--- config.mk ---
export PLATFORM = sky130hd
export DESIGN_NAME = button_click_classifier_flat
export DESIGN_NICKNAME = d
export VERILOG_FILES = /design/src/rtl/button_click_classifier_pkg.sv /design/src/rtl/button_click_classifier_if.sv /design/src/rtl/click_gap_timer.sv /design/src/rtl/button_click_classifier.sv /design/src/flat_wrapper.sv
export SDC_FILE = /design/constraint.sdc
export NUM_CORES = 1
export LEC_CHECK = 0
export CORE_MARGIN = 2
export CORE_UTILIZATION = 35
export CTS_CLUSTER_SIZE = 25
export DETAILED_ROUTE_END_ITERATION = 10
export PLACE_DENSITY = 0.61
export RECOVER_POWER = 50
export SYNTH_ARGS = -nofsm -noshare
export SYNTH_HDL_FRONTEND = slang
export SYNTH_SLANG_ARGS = --single-unit
--- constraint.sdc ---
create_clock -name CLK -period 3 [get_ports CLK]
set_clock_uncertainty 0.2 [all_clocks]
set_input_delay 0.45 -clock CLK [delete_from_list [all_inputs] [get_ports CLK]]
set_output_delay 0.45 -clock CLK [all_outputs]
set_load 0.01 [all_outputs]
--- src/rtl/button_click_classifier_pkg.sv ---
// ---------------------------------------------------------------------------
// button_click_classifier_pkg
// Shared definitions for the click classifier: the FSM state encoding and the
// default click window, which is derived from the system clock frequency.
// No ports (package).
// ---------------------------------------------------------------------------
package button_click_classifier_pkg;

  localparam int CLK_FREQ_HZ          = 20_000_000;
  localparam int WINDOW_MS            = 200;
  localparam int DEFAULT_CLICK_WINDOW = (CLK_FREQ_HZ / 1000) * WINDOW_MS;

  typedef enum logic [1:0] {
    IDLE    = 2'd0,
    COLLECT = 2'd1,
    REPORT  = 2'd2
  } state_t;

endpackage

--- src/rtl/button_click_classifier_if.sv ---
// ---------------------------------------------------------------------------
// button_click_classifier_if
// Bundles the press/clear inputs and the click event outputs of the
// classifier.
//   press_pulse : one-cycle press pulse from the debounce stage
//   clear       : synchronous abort of the open group
//   click_valid : one-cycle event pulse
//   click_count : clicks in the event (0 when click_valid is low)
//   busy        : a group is open
// Modports: master = the side driving presses, slave = the classifier.
// ---------------------------------------------------------------------------
interface button_click_classifier_if #(
  parameter int COUNT_W = 2
);

  logic               press_pulse;
  logic               clear;
  logic               click_valid;
  logic [COUNT_W-1:0] click_count;
  logic               busy;

  modport master (
    output press_pulse,
    output clear,
    input  click_valid,
    input  click_count,
    input  busy
  );

  modport slave (
    input  press_pulse,
    input  clear,
    output click_valid,
    output click_count,
    output busy
  );

endinterface

--- src/rtl/click_gap_timer.sv ---
// ---------------------------------------------------------------------------
// click_gap_timer
// Restartable up-counter measuring the idle gap since the last press.
//   clk_i      : system clock
//   rst_i      : asynchronous, active-high reset
//   restart_i  : force the count back to zero (has priority over run_i)
//   run_i      : count up by one this cycle
//   expired_o  : count has reached CLICK_WINDOW-1
// ---------------------------------------------------------------------------
module click_gap_timer
  import button_click_classifier_pkg::*;
#(
  parameter int CLICK_WINDOW = DEFAULT_CLICK_WINDOW,
  parameter int TIMER_W      = 23
) (
  input  logic clk_i,
  input  logic rst_i,
  input  logic restart_i,
  input  logic run_i,
  output logic expired_o
);

  logic [TIMER_W-1:0] timer_q;
  logic [TIMER_W-1:0] timer_d;

  assign expired_o = (timer_q == TIMER_W'(CLICK_WINDOW - 1));

  // Counting stops at the expiry value so the timer can never run past it.
  always_comb begin
    timer_d = timer_q;
    if (restart_i) begin
      timer_d = '0;
    end else if (run_i && !expired_o) begin
      timer_d = timer_q + 1'b1;
    end
  end

  always_ff @(posedge clk_i or posedge rst_i) begin
    if (rst_i) begin
      timer_q <= '0;
    end else begin
      timer_q <= timer_d;
    end
  end

endmodule

--- src/rtl/button_click_classifier.sv ---
// ---------------------------------------------------------------------------
// button_click_classifier
// Groups debounced press pulses that fall within CLICK_WINDOW idle cycles of
// each other into one click event, reported as a one-cycle click_valid pulse
// with the number of clicks. A group closes early once MAX_CLICKS presses
// have been collected.
//   CLK   : system clock
//   RESET : asynchronous, active-high reset; drops any open group
//   bus   : button_click_classifier_if.slave (press_pulse, clear in;
//           click_valid, click_count, busy out, all registered)
// ---------------------------------------------------------------------------
module button_click_classifier
  import button_click_classifier_pkg::*;
#(
  parameter int CLICK_WINDOW = DEFAULT_CLICK_WINDOW,
  parameter int MAX_CLICKS   = 3,
  parameter int COUNT_W      = 2,
  parameter int TIMER_W      = 23
) (
  input  logic                          CLK,
  input  logic                          RESET,
  button_click_classifier_if.slave      bus
);

  state_t             state_q, state_d;
  logic [COUNT_W-1:0] count_q, count_d;
  logic               clickValid_q, clickValid_d;
  logic [COUNT_W-1:0] clickCount_q, clickCount_d;
  logic               busy_q, busy_d;

  logic [COUNT_W:0]   countInc;
  logic               timerRestart;
  logic               timerRun;
  logic               timerExpired;

  // One extra bit so the comparison against MAX_CLICKS cannot wrap.
  assign countInc = {1'b0, count_q} + 1'b1;

  // The window restarts on every press and is held at zero outside COLLECT,
  // so a new group always starts from a fresh window.
  assign timerRestart = bus.clear || bus.press_pulse || (state_q != COLLECT);
  assign timerRun     = (state_q == COLLECT);

  click_gap_timer #(
    .CLICK_WINDOW (CLICK_WINDOW),
    .TIMER_W      (TIMER_W)
  ) u_gapTimer (
    .clk_i     (CLK),
    .rst_i     (RESET),
    .restart_i (timerRestart),
    .run_i     (timerRun),
    .expired_o (timerExpired)
  );

  // Next-state logic. clear dominates everything; in COLLECT a press beats a
  // simultaneous window expiry; a press during REPORT opens the next group.
  always_comb begin
    state_d = state_q;
    count_d = count_q;
    if (bus.clear) begin
      state_d = IDLE;
      count_d = '0;
    end else begin
      unique case (state_q)
        IDLE: begin
          if (bus.press_pulse) begin
            count_d = COUNT_W'(1);
            state_d = (MAX_CLICKS == 1) ? REPORT : COLLECT;
          end
        end
        COLLECT: begin
          if (bus.press_pulse) begin
            count_d = countInc[COUNT_W-1:0];
            state_d = (countInc == (COUNT_W + 1)'(MAX_CLICKS)) ? REPORT : COLLECT;
          end else if (timerExpired) begin
            state_d = REPORT;
          end
        end
        REPORT: begin
          if (bus.press_pulse) begin
            count_d = COUNT_W'(1);
            state_d = (MAX_CLICKS == 1) ? REPORT : COLLECT;
          end else begin
            count_d = '0;
            state_d = IDLE;
          end
        end
        default: begin
          count_d = '0;
          state_d = IDLE;
        end
      endcase
    end
  end

  // Outputs are computed from the next state so that they appear, registered,
  // in the same cycle the FSM is in REPORT.
  always_comb begin
    clickValid_d = (state_d == REPORT);
    clickCount_d = (state_d == REPORT) ? count_d : '0;
    busy_d       = (state_d != IDLE);
  end

  always_ff @(posedge CLK or posedge RESET) begin
    if (RESET) begin
      state_q      <= IDLE;
      count_q      <= '0;
      clickValid_q <= 1'b0;
      clickCount_q <= '0;
      busy_q       <= 1'b0;
    end else begin
      state_q      <= state_d;
      count_q      <= count_d;
      clickValid_q <= clickValid_d;
      clickCount_q <= clickCount_d;
      busy_q       <= busy_d;
    end
  end

  assign bus.click_valid = clickValid_q;
  assign bus.click_count = clickCount_q;
  assign bus.busy        = busy_q;

endmodule

--- src/flat_wrapper.sv ---
// flat-port wrapper written by rule: the top's interface ports become plain ports
module button_click_classifier_flat import button_click_classifier_pkg::*;
#(
  parameter int CLICK_WINDOW = DEFAULT_CLICK_WINDOW,
  parameter int MAX_CLICKS   = 3,
  parameter int COUNT_W      = 2,
  parameter int TIMER_W      = 23
)
  (CLK, RESET, bus_press_pulse, bus_clear, bus_click_valid, bus_click_count, bus_busy);
  button_click_classifier_if #(.COUNT_W(COUNT_W)) bus_i ();
  input  logic CLK;
  input  logic RESET;
  input wire logic [$bits(bus_i.press_pulse)-1:0] bus_press_pulse;
  input wire logic [$bits(bus_i.clear)-1:0] bus_clear;
  output wire logic [$bits(bus_i.click_valid)-1:0] bus_click_valid;
  output wire logic [$bits(bus_i.click_count)-1:0] bus_click_count;
  output wire logic [$bits(bus_i.busy)-1:0] bus_busy;
  assign bus_i.press_pulse = bus_press_pulse;
  assign bus_i.clear = bus_clear;
  assign bus_click_valid = bus_i.click_valid;
  assign bus_click_count = bus_i.click_count;
  assign bus_busy = bus_i.busy;
  button_click_classifier #(.CLICK_WINDOW(CLICK_WINDOW), .MAX_CLICKS(MAX_CLICKS), .COUNT_W(COUNT_W), .TIMER_W(TIMER_W)) u_core (.CLK(CLK), .RESET(RESET), .bus(bus_i));
endmodule
## Yosys cells after proc, flatten, opt, wreduce, memory -nomap -nowiden

Index checks and enable logic that the tools add are counted.

| word-level totals | value |
|---|---|
| logic and storage cells | 35 |
| memories | 0 |
| input bits | 4 |
| bits in writable memories | 0 |
| output and inout port bits | 4 |
| register bits after elaboration | 31 |
| latch bits | 0 |
| bits in read-only memories | 0 |

| operators by class | value |
|---|---|
| shifts and indexed selects | 0 |
| $add $sub $neg | 2 |
| multipliers | 0 |
| equal/unequal tests | 6 |
| $lt $le $gt $ge | 0 |
| divide/modulo/power cells | 0 |
| reduce and logical (&&, ||, !) cells | 7 |
| multiplexer cells | 14 |
| bitwise gates (word level) | 0 |

Operators with widths:

| operator | number |
|---|---|
| 23-bit two-way mux | 2 |
| 23-bit by 1-bit adder with 23-bit output (second input constant) | 1 |
| 23-bit by 22-bit == test with 1-bit output (second input constant) | 1 |
| 2-bit two-way mux | 9 |
| 2-bit one-hot mux with 3 select lines | 2 |
| 2-bit == test (second input constant) | 2 |
| 2-bit nonzero test | 2 |
| 2-bit by 1-bit adder with 3-bit output (second input constant) | 1 |
| 3-bit by 2-bit == test with 1-bit output (second input constant) | 1 |
| 2-bit by 1-bit == test with 1-bit output (second input constant) | 1 |
| 2-bit zero test | 1 |
| 1-bit logical OR | 2 |
| 2-bit by 1-bit != test with 1-bit output (second input constant) | 1 |
| 1-bit logical AND | 1 |
| 1-bit zero test | 1 |
| 1-bit two-way mux | 1 |

## Depth between registers and ports, before layout

Gate-level depths: netlist of the first run.

| logic depth | value |
|---|---|
| word-level depth | 8 |
| gate-level depth with buffers | 7 |
| gate-level depth less buffers | 6 |

## By module

From an unflattened synthesis of the first run, not the netlist that was laid out.

| second synthesis, totals | value |
|---|---|
| cells, all modules | 168 |
| area total of the unflattened synthesis | 1676.6 um^2 |

Modules (own cells, without submodules):

| module | area each (um^2) | seq. area each (um^2) | cells each | times used |
|---|---|---|---|---|
| click_gap_timer | 1272.5 | 575.6 | 131 | 1 |
| button_click_classifier | 404.1 | 200.2 | 37 | 1 |

## Worst setup path before layout of the first run

No wires, ideal clock.

| path | value |
|---|---|
| kind | flip-flop to flip-flop |
| start point | reg u_core.u_gapTimer.timer_q[0] |
| end point | reg u_core.u_gapTimer.timer_q[22] |
| arrival time | 1851 ps |
| stages on the path, launching flop included | 7 |
| library setup time | 77 ps |
| path slack | 871 ps |
| buffers on the path | 1 |
| required time | 2723 ps |
| period minus slack after synthesis | 2129 ps |
| cells stage by stage | dfrtp_1 > ha_1 > and4_2 > clkbuf_1 > nand3_1 > or4_1 > a21oi_1 |

| between the ends | value |
|---|---|
| longest elaborated chain between the ends | 4 |
| elaborated cells on any way between the ends | 7 |
| classes of those cells | 1 x add/sub; 1 x eq/ne; 2 x mux; 3 x reduce/logical |

RTL lines:

| what | line | source |
|---|---|---|
| from (decl) | click_gap_timer.sv:23 | `logic [TIMER_W-1:0] timer_q;` |
| from (signal assigned) | click_gap_timer.sv:42 | `timer_q <= timer_d;` |
| branches (longest 4 deep; another with 23-bit by 1-bit adder with 23-bit output) | n/a |  |

Parallel ways; which one is timed is not known. The select of a mux whose other input is x is not followed.
A chain may end at the register's enable or synchronous reset.

==> impl_metrics.json, run 1 <==
{
  "syn-cell-area_mm2": 0.00168,
  "top_layer": "met4",
  "yosys.area_share.simple": 0.288,
  "htree_num_levels": 2,
  "grt_pass1_wl_mm": 6.47,
  "nFillCells": 478,
  "leakagePower_nw": 0.695,
  "slew_viol_final": 32,
  "drive_gt1_frac": 0.0973,
  "grt_usage": 0.158,
  "dp_cells": 232,
  "grt_setup_unrepaired": "no",
  "worst_slack_ps": 627,
  "peakVddDrop_mv": 0.286,
  "ios": 8,
  "tightest_slew_ps": 1680,
  "wl_per_cell_um": 15.1,
  "status": "finished, violations left",
  "crit_path_max_fanout": 31,
  "synth_compound_area_frac": 0.160,
  "gp_congestion": 0.784,
  "arrival_ps": 2250,
  "coreArea_mm2": 0.00469,
  "synth_top_family_by_area": "simple AND/OR/NAND/NOR gates",
  "synthMuxAreaShare": 0,
  "syn_area_per_cell_um2": 9.66,
  "syn_nets": 181,
  "synth_top_cell_area_share": 0.461,
  "drt-total-wl_mm": 3.61,
  "antennaDiodeCount": 0,
  "dr_total_vias": 1348,
  "max_cap_viol_count": 1,
  "synth_top_area_cell": "dfrtp_1",
  "crit_path_start_kind": "input pin",
  "dpl.hpwl_mm": 2.39,
  "grt.overflow.total": 0,
  "fin_cells": 239,
  "wl_met3_um": 109,
  "grt_pass1_vias": 1378,
  "dieArea_mm2": 0.00538,
  "port_buffers": 7,
  "first_pass_iters": 4,
  "cts_buffers": 5,
  "fp-row-count": 25,
  "initial_core_util": 0.358,
  "hold_violations": 0,
  "synth_seq_cells": 31,
  "violations": "capacitance limit, slew limit",
  "ys.flop_type": "dfrtp_1",
  "synth_fa_ha_area_frac": 0.0223,
  "syn_inst": 174,
  "p_total_w": 0.000794,
  "cts_resized": 0,
  "ys_seq_area_frac": 0.461,
  "synth_edf_count": 0,
  "setup.worst_path.end_class": "async pin",
  "synth.lib_cells_used.distinct": 43,
  "area_growth_pct": 11.1,
  "ys_warn_count": 0,
  "async_flop_share": 1.00,
  "wl_met2_mm": 1.57,
  "cts_sinks": 31,
  "max_slew_margin": -0.123,
  "grt_max_degree": 32,
  "min_path_type": "reg -> reg",
  "viasPerCell": 5.64,
  "cts_tree": "yes",
  "cts_hold_buf": 0,
  "fmax_mhz": 421,
  "period_share": 0.791,
  "path_class": "in -> async",
  "ant_nets": 0,
  "clock-root-buffer": "clkbuf_8",
  "clock_latency_ps": 280,
  "synth_area_leaders": "dfrtp_1 (46%), a21oi_1 (4.2%), o31ai_1 (3.6%), nand2_1 (3.1%), or4_1 (3.1%)",
  "pre_cts_ws_ps": 489,
  "min_period_ps": 2370,
  "path_clk_slew_ps": 60,
  "antenna_found_initial": 0,
  "nets": 192,
  "yosysMostFrequentCell": "dfrtp_1",
  "remaining_drc_errors": 0,
  "die_height_um": 73.3,
  "powerDensity_mw_per_mm2": 425,
  "setup_tns_ps": 0,
  "cts_setup_buffers": 0,
  "synthXorXnorAreaFrac": 0.0208,
  "fp.dieW_um": 73.3,
  "setup-violations-final": 0,
  "critPathRequiredTime_ps": 2880,
  "wl_met1_mm": 1.85,
  "netlist_top_cells_count": "dfrtp_1 (31), a21oi_1 (14), nand2_1 (14)",
  "clock_path_buffers": 2,
  "drtIter0Drc": 53
}
==> metal layers <==
layer  global-route usage  vias to the layer above
met2                0.228                       21
met1                0.219                      637
met5                    0                        -
met3               0.0453                        8
li1                     -                      682
met4               0.0727                        0
==> cells by family (layout without fill, tap and decap cells) <==
logic type               count (synthesis)  after routing
flip-flops                              31             31
XOR/XNOR                                 4              4
adder cells (fa/ha/maj)                  3              3
buffers and inverters                   12             23
AO/OA/AOI/OAI                           43             43
AND/OR/NAND/NOR                         81             81
==> critical path: stages <==
cell and delay (ps):
dlygate4sd3_1 530, inv_1 50, clkbuf_1 1200
==> through the flow <==
stage | hold slack [ps] | area [µm²] | utilization
floorplan | 279 | 1680 | -
global placement | 321 | 1780 | 0.380
detailed placement | 328 | 1780 | 0.380
CTS | 337 | 1870 | 0.399
global route | 356 | 1870 | 0.398
finish | 336 | 1870 | 0.398
==> state kept, by name (all words and copies together), names as in the netlist <==
register / flops
u_core.bus.click_valid: 1
u_core.bus.click_count: 2
u_core.bus.busy: 1
u_core.count_q: 2
u_core.u_gapTimer.timer_q: 23
u_core.state_q: 2
==> path summary, 6_finish.rpt <==
path	slack [ps]	end	start	depth (start not counted)
setup / recovery	630	u_core.count_q[0]	RESET	3
hold / removal	340	u_core.u_gapTimer.timer_q[7]	u_core.u_gapTimer.timer_q[7]	1
setup reg to reg	710	u_core.state_q[0]	u_core.u_gapTimer.timer_q[8]	4
hold reg to reg	340	u_core.u_gapTimer.timer_q[7]	u_core.u_gapTimer.timer_q[7]	1
max in group CLK	710	u_core.state_q[0]	u_core.u_gapTimer.timer_q[8]	4
min in group asynchronous	980	u_core.u_gapTimer.timer_q[11]	RESET	3
==> cell type report <==
type,count,area [µm²],share of cell area
multi-input cells,131,826,0.442
inverters,6,22.5,0.0121
repair buffers,10,88.8,0.0476
clock inverters,1,5.00,0.00268
well taps,54,67.6,0.0362
flip-flops and latches,31,776,0.415
clock buffers,6,82.6,0.0442
==> power by group <==
group	total (W)	internal [W]	leakage (nW)	switching, W
Clock	0.000329	0.000180	0.0470	0.000149
Sequential	0.000426	0.000422	0.429	0.00000346
Combinational	0.0000397	0.0000150	0.219	0.0000247
Total	0.000794	0.000617	0.695	0.000178
==> placed cells by master, fill, tap and decap left out, types with 3 or more instances in the layout <==
cell type        instances
inv_1                    6
xnor2_1                  3
nand2_1                 14
a31oi_1                  4
nor2_1                  13
or3_1                    3
a211oi_1                 3
dfrtp_1                 31
nand3_1                  8
and4_1                   3
nor4_1                   5
clkbuf_8                 6
nor3_1                   4
ha_1                     3
o31ai_1                  8
o21ai_0                  7
a21oi_1                 14
clkdlybuf4s50_1          5
or4_1                    7
nand4_1                  4
No activity file was read; power rests on OpenSTA's default activity.
==> run 2: changes to the inputs <==
==> constraint.sdc (replaced) <==
create_clock -name CLK -period 2.3 [get_ports CLK]
set_clock_uncertainty 0.2 [all_clocks]
set_input_delay 0.345 -clock CLK [delete_from_list [all_inputs] [get_ports CLK]]
set_output_delay 0.345 -clock CLK [all_outputs]
set_load 0.01 [all_outputs]
==> run 2 against run 1 <==
  * The flow now finishes without violations
  * Power up 48%
  * First-iteration DRC count up 74%
  * Critical endpoint is now u_core.u_gapTimer.timer_q[19]
  * Via count is 5.6% higher
==> impl_metrics.json, run 2 (synthesis gave the netlist of run 1 again) <==
{
  "peakVddDrop_mv": 0.345,
  "clock_path_buffers": 2,
  "critical_path.startpoint": "u_core.u_gapTimer.timer_q[2]",
  "grt_pass1_wl_mm": 6.56,
  "reg2reg_from": "u_core.u_gapTimer.timer_q[2]",
  "leakagePower_nw": 0.778,
  "crit_path_max_fanout": 12,
  "cts_sinks": 31,
  "fmax_mhz": 461,
  "setup-violations-final": 0,
  "slew_viol_final": 0,
  "crit_path_end": "u_core.u_gapTimer.timer_q[19]",
  "setup_tns_ps": 0,
  "largest_register_ffs": 23,
  "fp.dieW_um": 73.3,
  "coreArea_mm2": 0.00469,
  "max_cap_viol_count": 0,
  "critPathRequiredTime_ps": 2310,
  "cpPeakStageDelay_ps": 650,
  "crit_path_start_kind": "flop",
  "viasPerCell": 5.62,
  "antennaDiodeCount": 0,
  "dr_total_vias": 1423,
  "placed_cell_area_mm2": 0.00188,
  "clock_latency_ps": 280,
  "cp_slowest_cell": "or4_4",
  "period_share": 0.944,
  "dieArea_mm2": 0.00538,
  "htree_num_levels": 2,
  "grt_usage": 0.159,
  "fin_util": 0.427,
  "regMostFlops": "u_core.u_gapTimer.timer_q",
  "p_comb_frac": 0.048,
  "drtIter0Drc": 92,
  "ios": 8,
  "switchingPower_w": 0.000248,
  "cts_buffers": 5,
  "hold_violations": 0,
  "remaining_drc_errors": 0,
  "min_path_type": "reg -> reg",
  "ant_nets": 0,
  "wl_per_cell_um": 14.5,
  "drt-total-wl_mm": 3.67,
  "r2r_slack_ps": 130,
  "die_height_um": 73.3,
  "port_buffers": 7,
  "nets": 205,
  "tightest_slew_ps": 778,
  "r2r-end": "u_core.u_gapTimer.timer_q[19]",
  "final_common_cell": "dfrtp_1",
  "drive_gt1_frac": 0.171,
  "antenna_found_initial": 0,
  "nFillCells": 469,
  "initial_core_util": 0.358,
  "path_clk_slew_ps": 70,
  "grt_pass1_vias": 1360,
  "clockPowerShare": 0.479,
  "clock-root-buffer": "clkbuf_8",
  "pwr-share-seq": 0.473,
  "whs_ps": 334,
  "grt_setup_unrepaired": "no",
  "internal_power_w": 0.000924,
  "min_from": "u_core.u_gapTimer.timer_q[7]",
  "min_period_ps": 2170,
  "fp-row-count": 25,
  "crit_chain": "nand3_2 > or4_4 > or4_1 > a21oi_1",
  "grt.overflow.total": 0,
  "max_slew_margin": 0.482,
  "gp_congestion": 0.805,
  "final_cell_mix": "dfrtp_1 (31), buf_4 (15), nand2_1 (14), a21oi_1 (14), nor2_1 (13)",
  "swShare": 0.212,
  "rr_worst_depth": 4,
  "cts_setup_buffers": 0,
  "first_pass_iters": 4,
  "design_area_mm2": 0.00200,
  "dpl.hpwl_mm": 2.55,
  "setup.worst_path.end_class": "flop",
  "area_growth_pct": 19.0,
  "cts_tree": "yes",
  "powerDensity_mw_per_mm2": 586,
  "grt_max_degree": 32,
  "status": "complete, no violations",
  "arrival_ps": 2180,
  "path_class": "reg -> reg"
}
==> run 2: cell count changes in the layout (fill, tap and decap cells not counted), sizes merged <==
cell,change
buf,+13
bufinv,+1
==> run 2: worst min path at each step <==
stage                                          to  slack (ps)  cells after the start
floorplan                       u_core.count_q[0]         210                      1
global placement     u_core.u_gapTimer.timer_q[7]         320                      1
detailed placement   u_core.u_gapTimer.timer_q[7]         330                      1
CTS                 u_core.u_gapTimer.timer_q[22]         260                      3
global route         u_core.u_gapTimer.timer_q[7]         360                      1
finish               u_core.u_gapTimer.timer_q[7]         330                      1
==> run 2: area by class of cell <==
class | count | area, µm² | share of cell area
tap | 54 | 67.6 | 0.0338
timing repair buffer | 23 | 188 | 0.0938
multi-input combinational | 131 | 831 | 0.415
clock inverter | 2 | 35.0 | 0.0175
clock buffer | 6 | 82.6 | 0.0413
sequential | 31 | 776 | 0.388
inverter | 6 | 22.5 | 0.0113
==> run 2: critical path, delay by kind of cell (launching register included) <==
| kind | cells | cell delay (ps) |
|---|---|---|
| simple gates | 3 | 1310 |
| flops | 1 | 440 |
| compound gates | 1 | 150 |
==> run 2: routing by layer <==
metal	routed length, µm	GRT usage
met3	95	0.0247
met5	0	0
met4	75	0.0727
met1	1840	0.225
met2	1670	0.239
==> run 2: power groups by stage <==
stage | clock network, W | logic [W] | registers [W]
final | 0.000562 | 0.0000558 | 0.000555
after global routing | 0.000593 | 0.0000645 | 0.000555
after global placement | 0 | 0.0000579 | 0.000565
after CTS | 0.000569 | 0.0000588 | 0.000555
after detailed placement | 0 | 0.0000587 | 0.000565
after floorplan | 0 | 0.0000355 | 0.000565
==> run 2: repair_timing <==
item,in CTS,in global routing
setup endpoints to repair,0,3
gates resized for setup,0,1
hold buffers,0,0
==> run 2: stage by stage <==
stage               cells  power (W)  setup slack [ps]
floorplan             174   0.000600               171
global placement      245   0.000623              83.6
detailed placement    245   0.000624              40.9
CTS                   253    0.00118              12.1
global route          253    0.00121              11.9
finish                253    0.00117               129
==> run 3: changes to the inputs <==
--- a/config.mk
+++ b/config.mk
@@ -11,6 +11,8 @@
 export DETAILED_ROUTE_END_ITERATION = 10
 export PLACE_DENSITY = 0.61
 export RECOVER_POWER = 50
+export REMOVE_ABC_BUFFERS = 1
+export SETUP_SLACK_MARGIN = 0.2
 export SYNTH_ARGS = -nofsm -noshare
 export SYNTH_HDL_FRONTEND = slang
 export SYNTH_SLANG_ARGS = --single-unit
==> run 3 against run 2 <==
  * Maximum frequency is 2.7% higher
  * Largest cell class unchanged
  * Non-clock buffer count increased by 10
  * Critical path type unchanged
  * Critical endpoint is now u_core.u_gapTimer.timer_q[17]
  * Sequential cell count is the same
  * Clock power shrank 23%
  * Die area is the same
==> impl_metrics.json, run 3 (synthesis gave the netlist of run 1 again) <==
{
  "status": "complete, no violations",
  "drt-total-wl_mm": 3.98,
  "grt_pass1_wl_mm": 6.54,
  "nets": 215,
  "p_total_w": 0.00105,
  "period_share": 0.919,
  "fp.dieW_um": 73.3,
  "fmax_mhz": 473,
  "die_height_um": 73.3,
  "clock_path_buffers": 2,
  "path_buf_inv": 1,
  "crit_path_end": "u_core.u_gapTimer.timer_q[17]",
  "clock_latency_ps": 280,
  "cp_slowest_cell": "or4_4",
  "coreArea_mm2": 0.00469,
  "grt_max_degree": 32,
  "fin_cells": 262,
  "ant_nets": 0,
  "setup-violations-final": 0,
  "hold_depth": 1,
  "path_clk_slew_ps": 70,
  "seqCellArea_um2": 779,
  "r2r-end": "u_core.u_gapTimer.timer_q[17]",
  "drtIter0Drc": 76,
  "dp_cells": 248,
  "arrival_ps": 2130,
  "cts_tree": "yes",
  "grt.overflow.total": 0,
  "ios": 8,
  "worst_slack_ps": 186,
  "leakagePower_nw": 0.833,
  "critPathRequiredTime_ps": 2320,
  "max_slew_margin": 0.478,
  "multi_input_area_um2": 926,
  "regMostFlops": "u_core.u_gapTimer.timer_q",
  "dieArea_mm2": 0.00538,
  "htree_num_levels": 2,
  "antenna_found_initial": 0,
  "grt_setup_unrepaired": "yes",
  "port_buffers": 7,
  "cts_sinks": 31,
  "cts_buffers": 5,
  "initial_core_util": 0.358,
  "rr_worst_depth": 5,
  "grt_usage": 0.160,
  "peakVddDrop_mv": 0.408,
  "cpLargestDelayFamily": "simple AND/OR/NAND/NOR gates",
  "critical_path.startpoint": "u_core.u_gapTimer.timer_q[8]",
  "setup.worst_path.end_class": "flop",
  "setup_tns_ps": 0,
  "nFillCells": 445,
  "min_period_ps": 2110,
  "hold_violations": 0,
  "wl_per_cell_um": 15.2,
  "whs_ps": 327,
  "pre_cts_ws_ps": 69.7,
  "gp_congestion": 0.791,
  "slew_viol_final": 0,
  "largest_register_ffs": 23,
  "viasPerCell": 5.55,
  "clock-root-buffer": "clkbuf_8",
  "first_pass_iters": 4,
  "remaining_drc_errors": 0,
  "dr_total_vias": 1454,
  "final_common_cell": "dfrtp_1",
  "crit_path_max_fanout": 7,
  "tightest_slew_ps": 783,
  "cp_num_cells": 5,
  "final_cell_mix": "dfrtp_1 (28), buf_4 (23), nor2_1 (13)",
  "path_class": "reg -> reg",
  "min_path_type": "reg -> reg",
  "grt_pass1_vias": 1367,
  "powerDensity_mw_per_mm2": 489,
  "crit_path_frequent_cell": "or4_4",
  "dpl.hpwl_mm": 2.56,
  "reg2reg_from": "u_core.u_gapTimer.timer_q[8]",
  "antennaDiodeCount": 0,
  "fp-row-count": 25,
  "crit_chain": "buf_6 > nand2_4 > or4_4 > or4_4 > a21oi_2",
  "max_cap_viol_count": 0,
  "area_growth_pct": 27.6,
  "crit_path_start_kind": "flop",
  "cpPeakStageDelay_ps": 600,
  "drive_gt1_frac": 0.293,
  "r2r_slack_ps": 190
}
-- run 3: worst min path at each step --
stage / startpoint / to / slack [ps]
after detailed placement: u_core.u_gapTimer.timer_q[7] / u_core.u_gapTimer.timer_q[7] / 320
after CTS: RESET / u_core.u_gapTimer.timer_q[14] / 250
after global placement: u_core.u_gapTimer.timer_q[7] / u_core.u_gapTimer.timer_q[7] / 320
after global routing: u_core.u_gapTimer.timer_q[7] / u_core.u_gapTimer.timer_q[7] / 360
after floorplan: bus_clear / u_core.count_q[0] / 210
final: u_core.u_gapTimer.timer_q[7] / u_core.u_gapTimer.timer_q[7] / 330
-- run 3: final cells by class --
cell class                 instances  area share
clock inverter                     1     0.00233
clock buffer                       6      0.0385
tap                               54      0.0315
sequential                        31       0.363
timing repair buffer              33       0.122
multi-input combinational        131       0.431
inverter                           6      0.0105
-- run 3: what timing repair did --
action	CTS	global route
pin swaps	4	10
setup endpoints to repair	7	12
hold buffers	0	0
buffers inserted	2	5
resized for setup	3	22
-- run 3: power by group --
part | switching [W] | internal (W) | leakage, nW
registers | 0.00000487 | 0.000551 | 0.424
clock network | 0.000200 | 0.000234 | 0.0470
logic | 0.0000346 | 0.0000236 | 0.362
-- run 3: stage by stage --
stage	util	instance area [µm²]
3_5_place_dp	0.406	1900
2_1_floorplan	-	1620
3_3_place_gp	0.406	1900
5_1_grt	0.457	2150
4_1_cts	0.431	2020
6_report	0.457	2150
-- run 3: metal layers --
| layer | track usage | part of all wire | vias up |
|---|---|---|---|
| met3 | 0.0384 | 0.020 | 9 |
| met1 | 0.228 | 0.49 | 696 |
| met4 | 0.0828 | 0.026 | 0 |
| met2 | 0.225 | 0.46 | 13 |
| met5 | 0 | 0 | - |
| li1 | - | - | 736 |
-- run 3: worst register-to-register path, stage by stage, from the launching register on --
cell,delay [ps]
dfrtp_1,390
buf_6,140
nand2_4,40
or4_4,600
or4_4,520
a21oi_2,150
